## config.mk

```make
export PLATFORM = sky130hd
export DESIGN_NAME = icache_flat
export DESIGN_NICKNAME = d
export VERILOG_FILES = /design/src/rtl/icache_if.sv /design/src/rtl/icache.sv /design/src/flat_wrapper.sv
export SDC_FILE = /design/constraint.sdc
export NUM_CORES = 1
export LEC_CHECK = 0
export ABC_AREA = 1
export CAP_MARGIN = 20
export CORE_MARGIN = 5
export CORE_UTILIZATION = 44
export CTS_CLUSTER_SIZE = 20
export DETAILED_ROUTE_END_ITERATION = 12
export PLACE_DENSITY_LB_ADDON = 0.3
export SLEW_MARGIN = 0
export SYNTH_ARGS = -nofsm -noshare
export SYNTH_HDL_FRONTEND = slang
export SYNTH_SLANG_ARGS = --single-unit
```

## constraint.sdc

```tcl
create_clock -name CLK -period 5.7 [get_ports CLK]
set_input_delay 0.855 -clock CLK [delete_from_list [all_inputs] [get_ports CLK]]
set_output_delay 0.855 -clock CLK [all_outputs]
set_load 0.02 [all_outputs]
```

## src/rtl/icache_if.sv

```systemverilog
// Datapath-fetch and memory-read signals of the direct-mapped instruction cache.
// The slave modport is the cache's view of this bundle. The master modport is the view of the datapath and memory side.
interface icache_if;
    logic        imemREN;
    logic [31:0] imemaddr;
    logic        iflush;
    logic        ihit;
    logic [31:0] imemload;
    logic        iREN;
    logic [31:0] iaddr;
    logic [31:0] iload;
    logic        iwait;

    modport slave (
        input  imemREN, imemaddr, iflush, iload, iwait,
        output ihit, imemload, iREN, iaddr
    );
    modport master (
        output imemREN, imemaddr, iflush, iload, iwait,
        input  ihit, imemload, iREN, iaddr
    );
endinterface

```

## src/rtl/icache.sv

```systemverilog
// Direct-mapped, one-word-per-line, read-only instruction cache: hits return in 0 cycles, and a miss fetches one word.
// Defining ICACHE_PERF_EN adds the saturating hit_count and miss_count outputs.
module icache #(
    parameter int ENTRIES = 16
) (
    input  logic CLK,
    input  logic RST,
    icache_if.slave bus
`ifdef ICACHE_PERF_EN
    ,
    output logic [31:0] hit_count,
    output logic [31:0] miss_count
`endif
);
    localparam int IW = $clog2(ENTRIES);
    localparam int TW = 30 - IW;

    typedef enum logic {IDLE, FETCH} state_e;

    state_e               state_q, state_d;
    logic [ENTRIES-1:0]   valid_q, valid_d;
    logic [29:0]          maddr_q, maddr_d;
    logic [TW-1:0]        tag_q  [ENTRIES];
    logic [31:0]          data_q [ENTRIES];

    logic [IW-1:0] req_idx, fill_idx;
    logic [TW-1:0] req_tag;
    logic          idle_hit, fill, hit, miss;
    logic [31:0]   load;

    assign req_idx  = bus.imemaddr[IW+1:2];
    assign req_tag  = bus.imemaddr[31:IW+2];
    assign fill_idx = maddr_q[IW-1:0];
    assign idle_hit = valid_q[req_idx] && (tag_q[req_idx] == req_tag);
    assign fill     = (state_q == FETCH) && !bus.iwait;

    always_comb begin
        state_d  = state_q;
        valid_d  = valid_q;
        maddr_d  = maddr_q;
        hit      = 1'b0;
        miss     = 1'b0;
        load     = 32'h0;
        bus.iREN  = 1'b0;
        bus.iaddr = 32'h0;
        case (state_q)
            IDLE: begin
                if (bus.imemREN) begin
                    if (idle_hit && !bus.iflush) begin
                        hit  = 1'b1;
                        load = data_q[req_idx];
                    end else begin
                        miss    = 1'b1;
                        maddr_d = bus.imemaddr[31:2];
                        state_d = FETCH;
                    end
                end
            end
            FETCH: begin
                bus.iREN  = 1'b1;
                bus.iaddr = {maddr_q, 2'b00};
                if (!bus.iwait) begin
                    valid_d[fill_idx] = 1'b1;
                    state_d           = IDLE;
                    // Forward the returning word when the datapath still wants this exact address.
                    if (bus.imemREN && (bus.imemaddr[31:2] == maddr_q) && !bus.iflush) begin
                        hit  = 1'b1;
                        load = bus.iload;
                    end
                end
            end
            default: state_d = IDLE;
        endcase
        // Flush overrides any fill that lands on the same edge.
        if (bus.iflush) valid_d = '0;
    end

    assign bus.ihit     = hit;
    assign bus.imemload = load;

    always_ff @(posedge CLK) begin
        if (RST) begin
            state_q <= IDLE;
            valid_q <= '0;
            maddr_q <= '0;
        end else begin
            state_q <= state_d;
            valid_q <= valid_d;
            maddr_q <= maddr_d;
        end
    end

    // The tag and data arrays have no reset, because the valid bits alone qualify them.
    always_ff @(posedge CLK) begin
        if (!RST && fill) begin
            tag_q[fill_idx]  <= maddr_q[29:IW];
            data_q[fill_idx] <= bus.iload;
        end
    end

`ifdef ICACHE_PERF_EN
    logic [31:0] hit_count_q, hit_count_d, miss_count_q, miss_count_d;

    always_comb begin
        hit_count_d  = hit_count_q;
        miss_count_d = miss_count_q;
        if (hit && hit_count_q != 32'hFFFF_FFFF)   hit_count_d  = hit_count_q + 32'd1;
        if (miss && miss_count_q != 32'hFFFF_FFFF) miss_count_d = miss_count_q + 32'd1;
    end

    always_ff @(posedge CLK) begin
        if (RST) begin
            hit_count_q  <= '0;
            miss_count_q <= '0;
        end else begin
            hit_count_q  <= hit_count_d;
            miss_count_q <= miss_count_d;
        end
    end

    assign hit_count  = hit_count_q;
    assign miss_count = miss_count_q;
`endif
endmodule

```

## src/flat_wrapper.sv

```systemverilog
// flat-port wrapper written by rule: the top's interface ports become plain ports
module icache_flat 
#(
    parameter int ENTRIES = 16
)
  (CLK, RST, bus_imemREN, bus_imemaddr, bus_iflush, bus_iload, bus_iwait, bus_ihit, bus_imemload, bus_iREN, bus_iaddr);
  icache_if bus_i ();
  input  logic CLK;
  input  logic RST;
  input wire logic [$bits(bus_i.imemREN)-1:0] bus_imemREN;
  input wire logic [$bits(bus_i.imemaddr)-1:0] bus_imemaddr;
  input wire logic [$bits(bus_i.iflush)-1:0] bus_iflush;
  input wire logic [$bits(bus_i.iload)-1:0] bus_iload;
  input wire logic [$bits(bus_i.iwait)-1:0] bus_iwait;
  output wire logic [$bits(bus_i.ihit)-1:0] bus_ihit;
  output wire logic [$bits(bus_i.imemload)-1:0] bus_imemload;
  output wire logic [$bits(bus_i.iREN)-1:0] bus_iREN;
  output wire logic [$bits(bus_i.iaddr)-1:0] bus_iaddr;
  assign bus_i.imemREN = bus_imemREN;
  assign bus_i.imemaddr = bus_imemaddr;
  assign bus_i.iflush = bus_iflush;
  assign bus_i.iload = bus_iload;
  assign bus_i.iwait = bus_iwait;
  assign bus_ihit = bus_i.ihit;
  assign bus_imemload = bus_i.imemload;
  assign bus_iREN = bus_i.iREN;
  assign bus_iaddr = bus_i.iaddr;
  icache #(.ENTRIES(ENTRIES)) u_core (.CLK(CLK), .RST(RST), .bus(bus_i));
endmodule
```

# Word level (Yosys, flattened, before mapping)
# Memory sizes are Yosys's and may differ from the RTL's.
# Cells that the tools add are included.
# Widths: inputs -> output; s select.
dict set report word_totals {
  register_bits 47
  ramBits 928
  out_inout_bits 66
  elab_cells 49
  memories 2
}
# memory depth width read_ports rd_ports_with_merged_regs wr line
set memory_table {}
lappend memory_table {u_core.data_q 16 32 1 0 1 icache.sv:24} ;# logic [31:0] data_q [ENTRIES];
lappend memory_table {u_core.tag_q 16 26 1 0 1 icache.sv:23} ;# logic [TW-1:0] tag_q [ENTRIES];
dict set report classes {
  order_cmp 3
  n_eq_ne 2
  mux 22
  bitwise_logic 4
  reduce_logical 13
}
# operator count
set op_table {}
lappend op_table {{$mux 32} 5}
lappend op_table {{$pmux 32 s2} 1}
lappend op_table {{$eq 30x30->1} 1}
lappend op_table {{$eq 26x26->1} 1}
lappend op_table {{$or 16x16->16} 1}
lappend op_table {{$mux 1} 12}
lappend op_table {{$lt 4x5->1 const B} 2}
lappend op_table {{$logic_and 1x1->1} 7}
lappend op_table {{$bmux 1 s4} 1}
lappend op_table {{$demux 1 s4} 1}
lappend op_table {{$ge 4x1->1 const B} 1}
lappend op_table {{$pmux 1 s2} 2}
lappend op_table {{$logic_not 1->1} 3}
lappend op_table {{$not 1->1} 3}
lappend op_table {{$reduce_and 3->1} 1}
lappend op_table {{$reduce_and 2->1} 1}
lappend op_table {{$reduce_or 2->1} 1}

# Logic depth before layout (Yosys ltp)
# Gate-level depths: netlist (run 1).
dict set report logic_depth {
  depth_word 7
  ltp_mapped 22
}

# Worst setup path after synthesis (run 1)
# OpenSTA, ideal clock, no wires.
dict set report synth_timing {
  path_kind {input to register}
  from {in bus_iwait}
  to {mem u_core.data_q[0][0], enable pin}
  arrival_ps 3835
  slack_ps 1391
  cell_stages 5
  path_buffers 0
  cell_sequence {nor2_1 -> inv_1 -> nor3_1 -> nand2_1 -> nor2_1}
}
dict set report synth_via {
  elab_chain_len 5
}
# element line
set synth_rtl {}
lappend synth_rtl {{from (decl)} flat_wrapper.sv:14} ;# input wire logic [$bits(bus_i.iwait)-1:0] bus_iwait;
lappend synth_rtl {{$logic_not 1->1} icache.sv:35} ;# assign fill = (state_q == FETCH) && !bus.iwait;
lappend synth_rtl {{$logic_and 1x1->1} icache.sv:35}
lappend synth_rtl {{$logic_and 1x1->1} icache.sv:95} ;# if (!RST && fill) begin
lappend synth_rtl {{$mux 1} icache.sv:95}
lappend synth_rtl {{$mux 1 (not written as such)} icache.sv:97} ;# data_q[fill_idx] <= bus.iload;
lappend synth_rtl {{to (decl)} icache.sv:24}
# Every way passes these cells.

# Final worst setup path (run 1)
dict set report layout_timing {
  from {in bus_imemaddr[2]}
  to {out bus_imemload[8]}
}
dict set report layout_via {
  elab_chain_len 7
  word_cells_on_any_way 15
  cone_classes {2 x eq/ne; 7 x mux; 4 x reduce/logical; 2 x memory}
}
# element line
set layout_rtl {}
lappend layout_rtl {{from (decl)} flat_wrapper.sv:11} ;# input wire logic [$bits(bus_i.imemaddr)-1:0] bus_imemaddr;
lappend layout_rtl {{$mem_v2 16x26 / $bmux 1 s4 (equally long branches)} -}
lappend layout_rtl {{$eq 26x26->1 / $mux 1 (equally long branches)} icache.sv:34} ;# assign idle_hit = valid_q[req_idx] && (tag_q[req_idx] == req_tag);
lappend layout_rtl {{$logic_and 1x1->1} icache.sv:34}
lappend layout_rtl {{$logic_and 1x1->1} icache.sv:49} ;# if (idle_hit && !bus.iflush) begin
lappend layout_rtl {{$mux 32} icache.sv:49}
lappend layout_rtl {{$mux 32} icache.sv:48} ;# if (bus.imemREN) begin
lappend layout_rtl {{$pmux 32 s2 (*)} icache.sv:46} ;# case (state_q)
lappend layout_rtl {{to (decl)} flat_wrapper.sv:16} ;# output wire logic [$bits(bus_i.imemload)-1:0] bus_imemload;
# Mark *: on every way between the ends. The rest lies on a longest branch, timed or not. The select of a mux whose other input is x is not followed.

==> results of run 1 <==
[worst min-delay path: cells and delay by family (launching register included)]
family	cells	cell delay, ns
flip-flops	1	0.31
AO/OA/AOI/OAI	1	0.05
buffers and inverters	1	0.04
[cells by family (layout without fill, tap and decap cells)]
group / Yosys count / in the layout
simple gates: 1644 / 1644
flops: 975 / 975
compound gates: 521 / 521
buf+inv: 465 / 632
xor+xnor: 11 / 11
other cells: 1 / 2
[synth_stat cells, types with 21 or more instances]
master,n
a21oi_1,262
a221oi_1,119
buf_1,37
buf_2,57
clkbuf_1,109
dfxtp_1,47
edfxtp_1,928
inv_1,236
nand2_1,1109
nand3_1,337
nor2_1,144
nor2_2,31
o21ai_0,79
o21ai_1,21
[power by group through the flow]
stage / Sequential, W / Clock [W] / Combinational [W]
after CTS: 0.00798 / 0.00643 / 0.000966
after global routing: 0.00799 / 0.00673 / 0.00106
after global placement: 0.00813 / 0 / 0.000952
final: 0.00799 / 0.00634 / 0.000971
after detailed placement: 0.00814 / 0 / 0.000962
after floorplan: 0.00811 / 0 / 0.000582
[final cells by class]
cell class | instances | share of cell area [%]
multi-input cells | 2178 | 21.65
clock buffers | 129 | 5.740
repair buffers | 209 | 4.586
clock inverters | 53 | 1.086
flip-flops and latches | 975 | 61.61
inverters | 241 | 1.999
well taps | 1243 | 3.326
[metal layers]
metal	GRT usage [%]	up-vias	routed length, um
met3	3.614	182	9158
met4	6.023	4	2713
met5	0	-	20
met1	31.12	13640	47270
li1	-	12820	-
met2	35.17	1226	51880
[worst paths after layout]
check / from / end / cells after the start
max: bus_imemaddr[2] / bus_imemload[8] / 18
min: u_core.valid_q[12] / u_core.valid_q[12] / 2
max reg2reg: u_core.state_q / u_core.data_q[5][13] / 6
min reg2reg: u_core.valid_q[12] / u_core.valid_q[12] / 2
[registers in the layout (all words and copies together) (netlist names)]
register,cells
u_core.data_q,512
u_core.tag_q,416
u_core.maddr_q,30
u_core.valid_q,16
u_core.state_q,1
[stage by stage]
stage / worst slack, ns / cell area [um^2]
finish: 0.5042 / 46760
global route: 0.2788 / 46760
CTS: 0.5316 / 46760
detailed placement: 0.5628 / 43570
global placement: 0.5353 / 43550
floorplan: 1.391 / 40720
==> results_dict.tcl, run 1 <==
set metrics [dict create \
    power.leakage_nw 17.23 \
    slew_headroom_pct 30.96 \
    synth_mux_area_share_pct 0 \
    cts_num_sinks 975 \
    crit_path_start_kind "input pin" \
    grt_max_degree 200 \
    dp_cells 4846 \
    synth_compound_area_share_pct 7.759 \
    layout_common_cells "1,109 x nand2_1, 928 x edfxtp_1, 337 x nand3_1, 262 x a21oi_1, 234 x inv_1" \
    power.total_w 0.01530 \
    seqPwrFrac_pct 52.2 \
    grt_pass1_vias 26270 \
    wirelength_um 111000 \
    swShare_pct 22.55 \
    gp_congestion 0.8778 \
    cts_hold_buffers 0 \
    critPathTopFamily "simple AND/OR/NAND/NOR gates" \
    die_w_um 314.2 \
    grt_pass1_wl_um 165000 \
    fmax_ghz 0.1925 \
    clock_power_share_pct 41.4 \
    route.detailed.drc 0 \
    critPathArrivalTime_ns 4.34 \
    p_per_area_nw_per_um2 327.2 \
    skew_ns 0.04038 \
    final_common_cell "nand2_1" \
    yosysWarnings 0 \
    max_stage_delay_ns 0.63 \
    htreeDepth 3 \
    layout.nets 3773 \
    synth_top_area_share_pct 68.44 \
    synthDistinctLibCells 40 \
    cts_buffer_depth 3 \
    required_ns 4.85 \
    p_sw_w 0.003450 \
    cts_setup_buffers 0 \
    synthAdderAreaFrac_pct 0 \
    synthXorXnorAreaFrac_pct 0.2366 \
    num_io_pins 135 \
    max-vdd-ir-drop_mv 0.2638 \
    die_h_um 314.2 \
    min_period_over_period_pct 91.15 \
    worst_slew_pin_slew_ns 1.036 \
    status "finished, final reports clean" \
    syn_area_per_cell_um2 11.26 \
    cp-end-kind "primary output" \
    intPower_w 0.01185 \
    ys_top_cells_by_area "edfxtp_1 68%, nand2_1 10%, nand3_1 4.1%" \
    crit_type "in -> out" \
    hold_slack_ns 0.4501 \
    first_pass_iters 6 \
    area_delta_synth_final_pct 14.83 \
    cts_made_buffers 99 \
    synthSimpleGateAreaFrac_pct 16.54 \
    cpMostUsedCell "nand2_1" \
    critPathMaxFanout 162 \
    dieArea_um2 98730 \
    reg2reg_slack_ns 2.63 \
    grt_usage_pct 21.85 \
    synth-seq-cells 975 \
    gr-total-overflow 0 \
    cp_cell_sequence "buf_8, buf_12, nand2_1, nand2_1, nand2_1, nand3_1, nand3_1, nand2_1, nand2_1, nand2_1, nand2_1, nor2_1, nand3_2, nor2_4, buf_12, nand2_2, o21ai_1, clkdlybuf4s50_1" \
    drt.antenna.violating_nets 0 \
    seq_area_frac_synth_pct 70.75 \
    syn_area_um2 40720 \
    port_buffers 130 \
    setup_viol 0 \
    rows 111 \
    ys_async_sr_fraction_pct 0 \
    finalNonFillerCells 5028 \
    synth_ff_type "edfxtp_1" \
    route.detailed.vias_per_inst 5.542 \
    clk_latency_ns 0.67 \
    timing.critical_path.buf_inv 4 \
    multiInputGateArea_um2 10120 \
    core_um2 91800 \
    regArea_um2 28810 \
    max_cap_violations 0 \
    ctsResizeCount 0 \
    synth_cells 3617 \
    min_path_type "reg -> reg" \
    synth-edff-count 928 \
    utilization_pct 50.93 \
    wl_per_cell_um 22.09 \
    diodes 0 \
    finalSetupTns_ns 0 \
    post-route-min-period_ns 5.196 \
    antenna_found_initial 2 \
    maxSlewViolCount 0 \
    num_vias 27870 \
    synth_area_leader_cell "edfxtp_1" \
    cts_tree "built" \
    drt_iter0_drc 3291 \
    ctsRootBufferMaster "clkbuf_16" \
    clk_pin_slew_ns 0.06 \
    crit_slowest_cell "clkdlybuf4s50_1" \
    final_layout_size_suffix_gt1_share_pct 7.635 \
    synth_top_family_by_area "simple AND/OR/NAND/NOR gates" \
    fill_cells 7859 \
    hold_viol_final 0 \
    share_comb_of_total_power_pct 6.3 \
    initial_utilization_pct 44.36 \
    dp_hpwl_um 58780 \
    rsz0062_at_grt "no" \
]
Power figures use the tool's default switching activity.
==> run 2: changes to the inputs <==
Settings changed: SLEW_MARGIN 0 to not set.
==> results of run 2 <==
The final DEF is identical to that of run 1; final timing and power are the same.
